<file path="src/rtl/mux_scan_sampler.sv">
// mux_scan_sampler: drives a 4:1 single-bit mux select through channels 0..3,
// holds each channel for SETTLE_CYCLES cycles, samples the mux output at the
// end of each hold and delivers the assembled 4-bit word over valid/ready.
module mux_scan_sampler #(
    parameter int unsigned SETTLE_CYCLES = 2,
    parameter bit          CONTINUOUS    = 1'b0
) (
    input  logic       clk,
    input  logic       rst,
    input  logic       start,
    output logic [1:0] mux_sel,
    input  logic       mux_bit,
    output logic [3:0] word,
    output logic       word_valid,
    input  logic       word_ready,
    output logic       busy,
    output logic       overrun,
    input  logic       clr_overrun
);

    localparam int unsigned   CW     = (SETTLE_CYCLES > 1) ? $clog2(SETTLE_CYCLES) : 1;
    localparam logic [CW-1:0] RELOAD = CW'(SETTLE_CYCLES - 1);

    typedef enum logic {
        IDLE,
        SETTLE
    } state_t;

    state_t        r_state;
    state_t        w_state_nxt;
    logic [1:0]    r_sel;
    logic [1:0]    w_sel_nxt;
    logic [CW-1:0] r_cnt;
    logic [CW-1:0] w_cnt_nxt;
    logic [3:0]    r_shift;
    logic [3:0]    w_shift_nxt;
    logic          w_done;
    logic          w_drop;
    logic          w_load;
    logic [3:0]    r_word;
    logic          r_valid;
    logic          r_overrun;

    // Scan state, select, settle counter and sample shift register.
    always_ff @(posedge clk) begin
        if (rst) begin
            r_state <= IDLE;
            r_sel   <= '0;
            r_cnt   <= '0;
            r_shift <= '0;
        end else begin
            r_state <= w_state_nxt;
            r_sel   <= w_sel_nxt;
            r_cnt   <= w_cnt_nxt;
            r_shift <= w_shift_nxt;
        end
    end

    // Next-state logic: settle countdown, per-channel capture, word completion.
    always_comb begin
        w_state_nxt = r_state;
        w_sel_nxt   = r_sel;
        w_cnt_nxt   = r_cnt;
        w_shift_nxt = r_shift;
        w_done      = 1'b0;
        case (r_state)
            IDLE: begin
                w_sel_nxt = '0;
                if (start || CONTINUOUS) begin
                    w_state_nxt = SETTLE;
                    w_cnt_nxt   = RELOAD;
                end
            end
            SETTLE: begin
                if (r_cnt != '0) begin
                    w_cnt_nxt = r_cnt - 1'b1;
                end else begin
                    w_shift_nxt[r_sel] = mux_bit;
                    w_cnt_nxt          = RELOAD;
                    if (r_sel != 2'd3) begin
                        w_sel_nxt = r_sel + 2'd1;
                    end else begin
                        w_done      = 1'b1;
                        w_sel_nxt   = '0;
                        w_state_nxt = CONTINUOUS ? SETTLE : IDLE;
                    end
                end
            end
            default: begin
                w_state_nxt = IDLE;
                w_sel_nxt   = '0;
            end
        endcase
    end

    // A completed word is dropped only if the held word is not leaving this cycle.
    assign w_drop = w_done && r_valid && !word_ready;
    assign w_load = w_done && !w_drop;

    // Output word register, valid/ready handshake and sticky overrun flag.
    always_ff @(posedge clk) begin
        if (rst) begin
            r_word    <= '0;
            r_valid   <= 1'b0;
            r_overrun <= 1'b0;
        end else begin
            if (w_load) begin
                r_word  <= w_shift_nxt;
                r_valid <= 1'b1;
            end else if (r_valid && word_ready) begin
                r_valid <= 1'b0;
            end
            if (w_drop) begin
                r_overrun <= 1'b1;
            end else if (clr_overrun) begin
                r_overrun <= 1'b0;
            end
        end
    end

    assign mux_sel    = r_sel;
    assign word       = r_word;
    assign word_valid = r_valid;
    assign busy       = (r_state == SETTLE);
    assign overrun    = r_overrun;

endmodule

</file>
<file path="config.mk">
export PLATFORM = sky130hd
export DESIGN_NAME = mux_scan_sampler
export DESIGN_NICKNAME = d
export VERILOG_FILES = /design/src/rtl/mux_scan_sampler.sv
export SDC_FILE = /design/constraint.sdc
export NUM_CORES = 1
export LEC_CHECK = 0
export ABC_AREA = 0
export CAP_MARGIN = 20
export CORE_AREA = 5 5 42 44
export DETAILED_ROUTE_END_ITERATION = 6
export DIE_AREA = 0 0 47 49
export PLACE_DENSITY = 0.76
export SLEW_MARGIN = 40
export SYNTH_ARGS = -nofsm -noshare
export SYNTH_HDL_FRONTEND = slang
export SYNTH_SLANG_ARGS = --single-unit
</file>
<file path="constraint.sdc">
create_clock -name clk -period 3.6 [get_ports clk]
set_input_delay 0.72 -clock clk [delete_from_list [all_inputs] [get_ports clk]]
set_output_delay 0.72 -clock clk [all_outputs]
set_load 0.01 [all_outputs]
</file>
# [Yosys cells after proc, flatten, opt, wreduce, memory -nomap -nowiden]
# Index checks and enable logic that the tools add are counted.
[word_totals] regBits=14 in_bits=6 out_inout_bits=9 elab_cells=46
[op_classes] n_addsub=2 n_lt_le_gt_ge=2 n_eq_ne=3 mux=22 n_bitwise=1 n_reduce_logical=9
[op_table] cell="two-way mux 1 bit" count=13
[op_table] cell="two-way mux 4 bit" count=2
[op_table] cell="inequality test 2 bit (second input constant)" count=3
[op_table] cell="logical AND 1 bit" count=5
[op_table] cell="bitwise mux 4 bit" count=1
[op_table] cell="two-way mux 2 bit" count=2
[op_table] cell="one-hot mux 1 bit (2 select lines)" count=2
[op_table] cell="one-hot mux 2 bit (2 select lines)" count=1
[op_table] cell="nonzero test 2 bit" count=2
[op_table] cell="< comparator 2 x 3 -> 1 bit (second input constant)" count=1
[op_table] cell="adder 2 x 1 -> 2 bit (second input constant)" count=1
[op_table] cell="demux 1 bit (select 2 bit)" count=1
[op_table] cell=">= comparator 2 x 1 -> 1 bit (second input constant)" count=1
[op_table] cell="logical NOT 1 bit" count=2
[op_table] cell="inverter 1 bit" count=1
[op_table] cell="subtractor 1 bit (second input constant)" count=1

# [Logic depth before layout (Yosys ltp)]
# Gate-level depths: netlist of the first run.
[depth] word_depth=9 ltp_mapped=5 mapped_depth_nobuf=5

# [Least setup slack after synthesis of the first run]
# Ideal clock, no wire load.
[synth_path] path_type="input-to-reg" from="input mux_bit" to="register r_word[0], in the netlist word[0]" setup_time_ps=70 arrival_time_ps=1407 required_ps=3530 slack_ps=2123 path_stages=4 n_path_buf=1 path_cell_list="clkbuf_1 > mux2i_1 > or3_1 > a21oi_1"
[synth_via] elab_chain_cells=3
[synth_rtl] element="start, declared" line="12" source="input logic mux_bit,"
[synth_rtl] element="bitwise mux 4 bit" line="78" source="w_shift_nxt[r_sel] = mux_bit;"
[synth_rtl] element="two-way mux 4 bit" line="75" source="if (r_cnt != '0) begin"
[synth_rtl] element="two-way mux 4 bit" line="66" source="case (r_state)"
[synth_rtl] element="end signal, assigned" line="108" source="r_word <= w_shift_nxt;"
[synth_rtl] element="end, declared" line="40" source="logic [3:0] r_word;"
# Every way passes these cells.
# A chain may end at the register's enable or synchronous reset.

# [Worst setup path in the final report of the first run]
[layout_path] from="register r_state, in the netlist busy" to="output busy"
[layout_lines] element="start, declared" line="29" source="state_t r_state;"
[layout_lines] element="start signal, assigned" line="52" source="r_state <= w_state_nxt;"
[layout_lines] element="end, declared" line="16" source="output logic busy,"
# No word-level cell between the ends.

==> results.cfg, run 1 <==
[status]
outcome = finished, final reports clean

[synthesis]
synth_compound_area_share_pct = 9.26
ys_warn_count = 0
synthAdderAreaFrac_pct = 8.05
synth_nets = 76
avgSynthCellArea_um2 = 9.42
yosysSeqAreaShare_pct = 41.9
synth_cell_type_count = 18
synth.area.mux_share_pct = 11.3
synth_simple_gate_area_share_pct = 23.5
synth_cells = 66
synthesis.area_um2 = 622
synth_top_family_by_area = simple AND/OR/NAND/NOR gates
synth_xor_area_share_pct = 0
ys_ff_latch = 13

[route]
drt_pass1_iterations = 4
drtIter0Drc = 3
antenna_left = 0
drc = 0
wl_per_cell_um = 12.9
via_count = 489
vias_per_cell = 5.15
routed_wl_mm = 1.23

[cts]
cts_buffers = 3
cts_resized = 0
clk_pin_slew_ns = 0.08
clockBufferDepth = 2
h-tree-depth = 1
root_buffer = clkbuf_4
cts_tree = done
cts.sinks = 13
postCtsSetupRepairBufs = 0
clk_latency_ns = 0.28
hold_buffers = 0

[layout]
syn_to_final_growth_pct = 25.2
layout_commonest_cell = clkdlybuf4s50_1
design_area_um2 = 778
final_cell_mix = 14 x clkdlybuf4s50_1, 13 x dfxtp_1, 9 x nor2_1
layout-drive-gt1-share_pct = 6.33
fin_cells = 95
nFillCells = 137
antenna_cells = 0
finalNetCount = 90

[timing]
hold_viol = 0
tightest_slew_ns = 0.603
slew_headroom_pct = 59.7
fmax_ghz = 0.466
finalHoldWorstSlack_ns = 0.483
min_period_ns = 2.15
setup_viol = 0
setup_tns_ns = 0
finalCritPeriodShare_pct = 59.6
rsz0062_at_grt = no
finalMaxSlewViolations = 0
finClkSkew_ns = 0.00101

[placement]
dp_cells = 91
hpwl_um = 841
placed_area_um2 = 752
port_buffers = 14
gp_congestion = 0.769

[power_and_ir_drop]
p_leak_nw = 0.321
powerDensity_mw_per_mm2 = 346
power.total_mw = 0.269
peakVddDrop_uv = 207

[die]
core_area_mm2 = 0.00140
die_w_um = 47
fp-row-count = 14
die_area_mm2 = 0.00230
start_util_pct = 44.4
dieHeight_um = 49
boundaryPins = 15

[worst_setup_path]
startpoint_type = flip-flop
r2r_cells = 4
cp.required_ns = 2.88
critPathKind = reg2out
crit_buf_inv = 1
endpoint_kind = primary output
crit_arrival_ns = 1.43
path_delay_family = buffers and inverters
path_cells = clkdlybuf4s50_1
cp_slowest_cell = clkdlybuf4s50_1
crit_path_max_incr_delay_ns = 0.61
worst-path-max-fanout = 10
worstSetupPathDepth = 1

[grt]
grt_pass1_vias = 441
grt_usage_pct = 11.7
grt_max_degree = 13
antenna_found_initial = 0
grt_first_pass_wirelength_mm = 1.93
overflow = 0

[worst_hold_path]
holdPathStages = 2
min_path_type = reg2reg

[run]
max_cap_violations = 0
## registers in the layout, summed over array words and instances (netlist names)
register and cells:
word 4, r_shift 3, mux_sel 2, busy 1, overrun 1, r_cnt 1, word_valid 1
## power by group
part / total [mW] / internal, mW / switching (mW)
Sequential: 0.153 / 0.147 / 0.00626
Combinational: 0.0256 / 0.0155 / 0.0100
Clock: 0.0904 / 0.0430 / 0.0474
Total: 0.269 / 0.206 / 0.0636
## layer usage
| layer | track usage, % | up-vias | part of all wire, % |
|---|---|---|---|
| met5 | 0 | - | 0 |
| met4 | 6.91 | 0 | 2.8 |
| met3 | 4.80 | 5 | 6.6 |
| met2 | 16.3 | 14 | 45 |
| met1 | 14.5 | 219 | 45 |
| li1 | - | 251 | - |
## Yosys cell counts
cell      instances  share of area, %
inv_1             2               1.2
nor3_1            3               2.4
nor2_1            9               5.4
buf_6             1               1.8
or3_1             3               3.0
a211oi_1          1               1.2
clkbuf_1          3               1.8
dfxtp_1          13                42
nand2b_1          1               1.0
and3b_2           1               1.6
a21oi_1           6               4.8
buf_4             1               1.2
nand3b_1          4               4.8
nor2b_1           2               2.0
o21ai_1           4               3.2
mux2i_1           7                11
nand3b_4          1               3.2
ha_1              4               8.0
## layout make-up
cell class	instances	area [µm²]	share of cell area [%]
Timing Repair Buffer	14	140	18.0
Clock buffer	4	26.3	3.38
Inverter	2	7.51	0.965
Tap cell	16	20.0	2.57
Sequential cell	13	260	33.4
Multi-Input combinational cell	46	324	41.6
## final timing paths
check / from / to / slack, ns
max: busy / busy / 1.45
min: word[2] / word[2] / 0.48
min reg2reg: word[2] / word[2] / 0.48
max reg2reg: mux_sel[0] / word[1] / 2.18
## cells by family (layout without fill, tap and decap cells)
kind of cell	count (synthesis)	count (layout)
AOI/OAI and AO/OA	11	11
adders and majority gates	4	4
buffers and inverters	7	20
DFF	13	13
muxes	7	7
and+or+nand+nor	24	24
## worst reg2reg max path, delay by kind of cell, from the launching register on
kind / cells / cell delay, ns
adders and majority gates: 1 / 0.27
AOI/OAI and AO/OA: 1 / 0.14
DFF: 1 / 0.43
and+or+nand+nor: 2 / 0.52
## metrics by stage
stage               util [%]  setup slack (ns)
CTS                     55.5              1.44
floorplan                  -              2.12
finish                  55.5              1.45
detailed placement      53.7              1.60
global route            55.5              1.37
global placement        53.7              1.63
Power figures use the tool's default switching activity.
==> inputs of run 2 (changes only) <==
- CORE_AREA: 5 5 42 44 -> not set
- CORE_MARGIN: not set -> 5
- CORE_UTILIZATION: not set -> 46
- DIE_AREA: 0 0 47 49 -> not set
- PLACE_DENSITY: 0.76 -> 0.75
- clock period: 3.6 -> 2.2 ns (I/O delays scaled with it)
==> run 2 against run 1 <==
Effect of this change: clock power is 58% higher; largest cell class unchanged; final cell count stayed put; critical endpoint unchanged; highest routed layer unchanged; final area increased by 0.80%; worst setup slack got worse by 0.98 ns; global-route usage rose by 0.49 points.
==> results.cfg, run 2 (synthesized netlist as in run 1, its figures left out) <==
[grt]
grt_max_degree = 13
antenna_found_initial = 0
overflow = 0
grt_first_pass_wirelength_mm = 1.84
grt_pass1_vias = 441
grt_usage_pct = 12.2

[timing]
setup_tns_ns = 0
tightest_slew_ns = 0.543
rsz0062_at_grt = no
slew_headroom_pct = 63.7
fmax_ghz = 0.578
finalMaxSlewViolations = 0
min_period_ns = 1.73
finalCritPeriodShare_pct = 78.6
fin_ws_ns = 0.470
hold_viol = 0
finClkSkew_ns = 0.00459
setup_viol = 0

[power_and_ir_drop]
p_leak_nw = 0.326
peakVddDrop_uv = 366
powerDensity_mw_per_mm2 = 558

[cts]
cts_resized = 0
h-tree-depth = 1
cts.sinks = 13
root_buffer = clkbuf_4
hold_buffers = 0
postCtsSetupRepairBufs = 0
cts_tree = done
cts_buffers = 3
clockBufferDepth = 2
clk_latency_ns = 0.27
clk_pin_slew_ns = 0.08

[worst_setup_path]
crit_arrival_ns = 1.29
worst-path-max-fanout = 10
critPathKind = reg2out
r2r-end = word[2]
r2r_cells = 4
r2r_slack_ns = 0.78
endpoint_kind = primary output
startpoint_type = flip-flop
cp.required_ns = 1.76
rr_startpoint = mux_sel[0]

[layout]
final_cell_mix = 14 x clkdlybuf4s50_1, 13 x dfxtp_1, 9 x nor2_1
antenna_cells = 0
multi_input_comb_area_um2 = 324
largest_reg_flops = 4
seqCellArea_um2 = 260
nFillCells = 119
fin_cells = 95
syn_to_final_growth_pct = 26.2
layout_commonest_cell = clkdlybuf4s50_1
layout-drive-gt1-share_pct = 7.50
finalNetCount = 91

[placement]
port_buffers = 14
dp_cells = 91
hpwl_um = 787
gp_congestion = 0.727
preCtsSetupSlack_ns = 0.501

[route]
antenna_left = 0
routed_wl_mm = 1.12
drc = 0
drtIter0Drc = 11
wl_per_cell_um = 11.8
vias_per_cell = 4.96
drt_pass1_iterations = 4
via_count = 471

[die]
start_util_pct = 48.4
fp-row-count = 13
boundaryPins = 15
die_area_mm2 = 0.00219
core_area_mm2 = 0.00128
die_w_um = 46.8
dieHeight_um = 46.8

[worst_hold_path]
hp-start = word[1]
holdPathEnd = word[1]
holdPathStages = 2
min_path_type = reg2reg

[run]
max_cap_violations = 0

[status]
outcome = finished, final reports clean
[run 2: changes by cell type in the layout (fill, tap and decap cells not counted), sizes merged]
cell  delta
buf      +1
[run 2: critical path, stage by stage, from the launching register on]
cell and delay, ns:
dfxtp_1 0.31, buf_4 0.16, clkdlybuf4s50_1 0.55
[run 2: how the worst max path moves through the flow]
| stage | startpoint | endpoint | slack, ns | depth (start not counted) |
|---|---|---|---|---|
| after global placement | word_ready | word[2] | 0.52 | 4 |
| after floorplan | mux_sel[0] | word[0] | 0.86 | 4 |
| final | busy | busy | 0.47 | 2 |
| after CTS | busy | busy | 0.46 | 2 |
| after global routing | busy | busy | 0.41 | 2 |
| after detailed placement | mux_bit | word[2] | 0.50 | 4 |
[run 2: area by class of cell]
class                           instances  area share (%)
Timing Repair Buffer                   15            18.8
Sequential cell                        13            33.2
Multi-Input combinational cell         46            41.3
Inverter                                2           0.957
Tap cell                               15            2.39
Clock buffer                            4            3.35
[run 2: power breakdown]
part           switching, mW  leakage, nW  internal (mW)
sequential           0.00686        0.106          0.241
clock                 0.0729       0.0150         0.0703
combinational         0.0199        0.206         0.0270
[run 2: stage by stage]
| stage | total power, mW | cell area (µm²) | utilization [%] | hold WS, ns |
|---|---|---|---|---|
| after global placement | 0.299 | 758 | 59.0 | 0.465 |
| after floorplan | 0.284 | 622 | - | 0.463 |
| after CTS | 0.447 | 785 | 61.1 | 0.487 |
| after global routing | 0.463 | 785 | 61.1 | 0.505 |
| after detailed placement | 0.300 | 758 | 59.0 | 0.475 |
| final | 0.438 | 785 | 61.1 | 0.483 |
[run 2: per-layer routing]
layer	vias to the layer above	wire length [µm]	GRT usage (%)
li1	253	-	-
met1	205	525	14.8
met2	11	502	18.4
met3	2	84	5.75
met4	0	10	4.97
met5	-	0	0
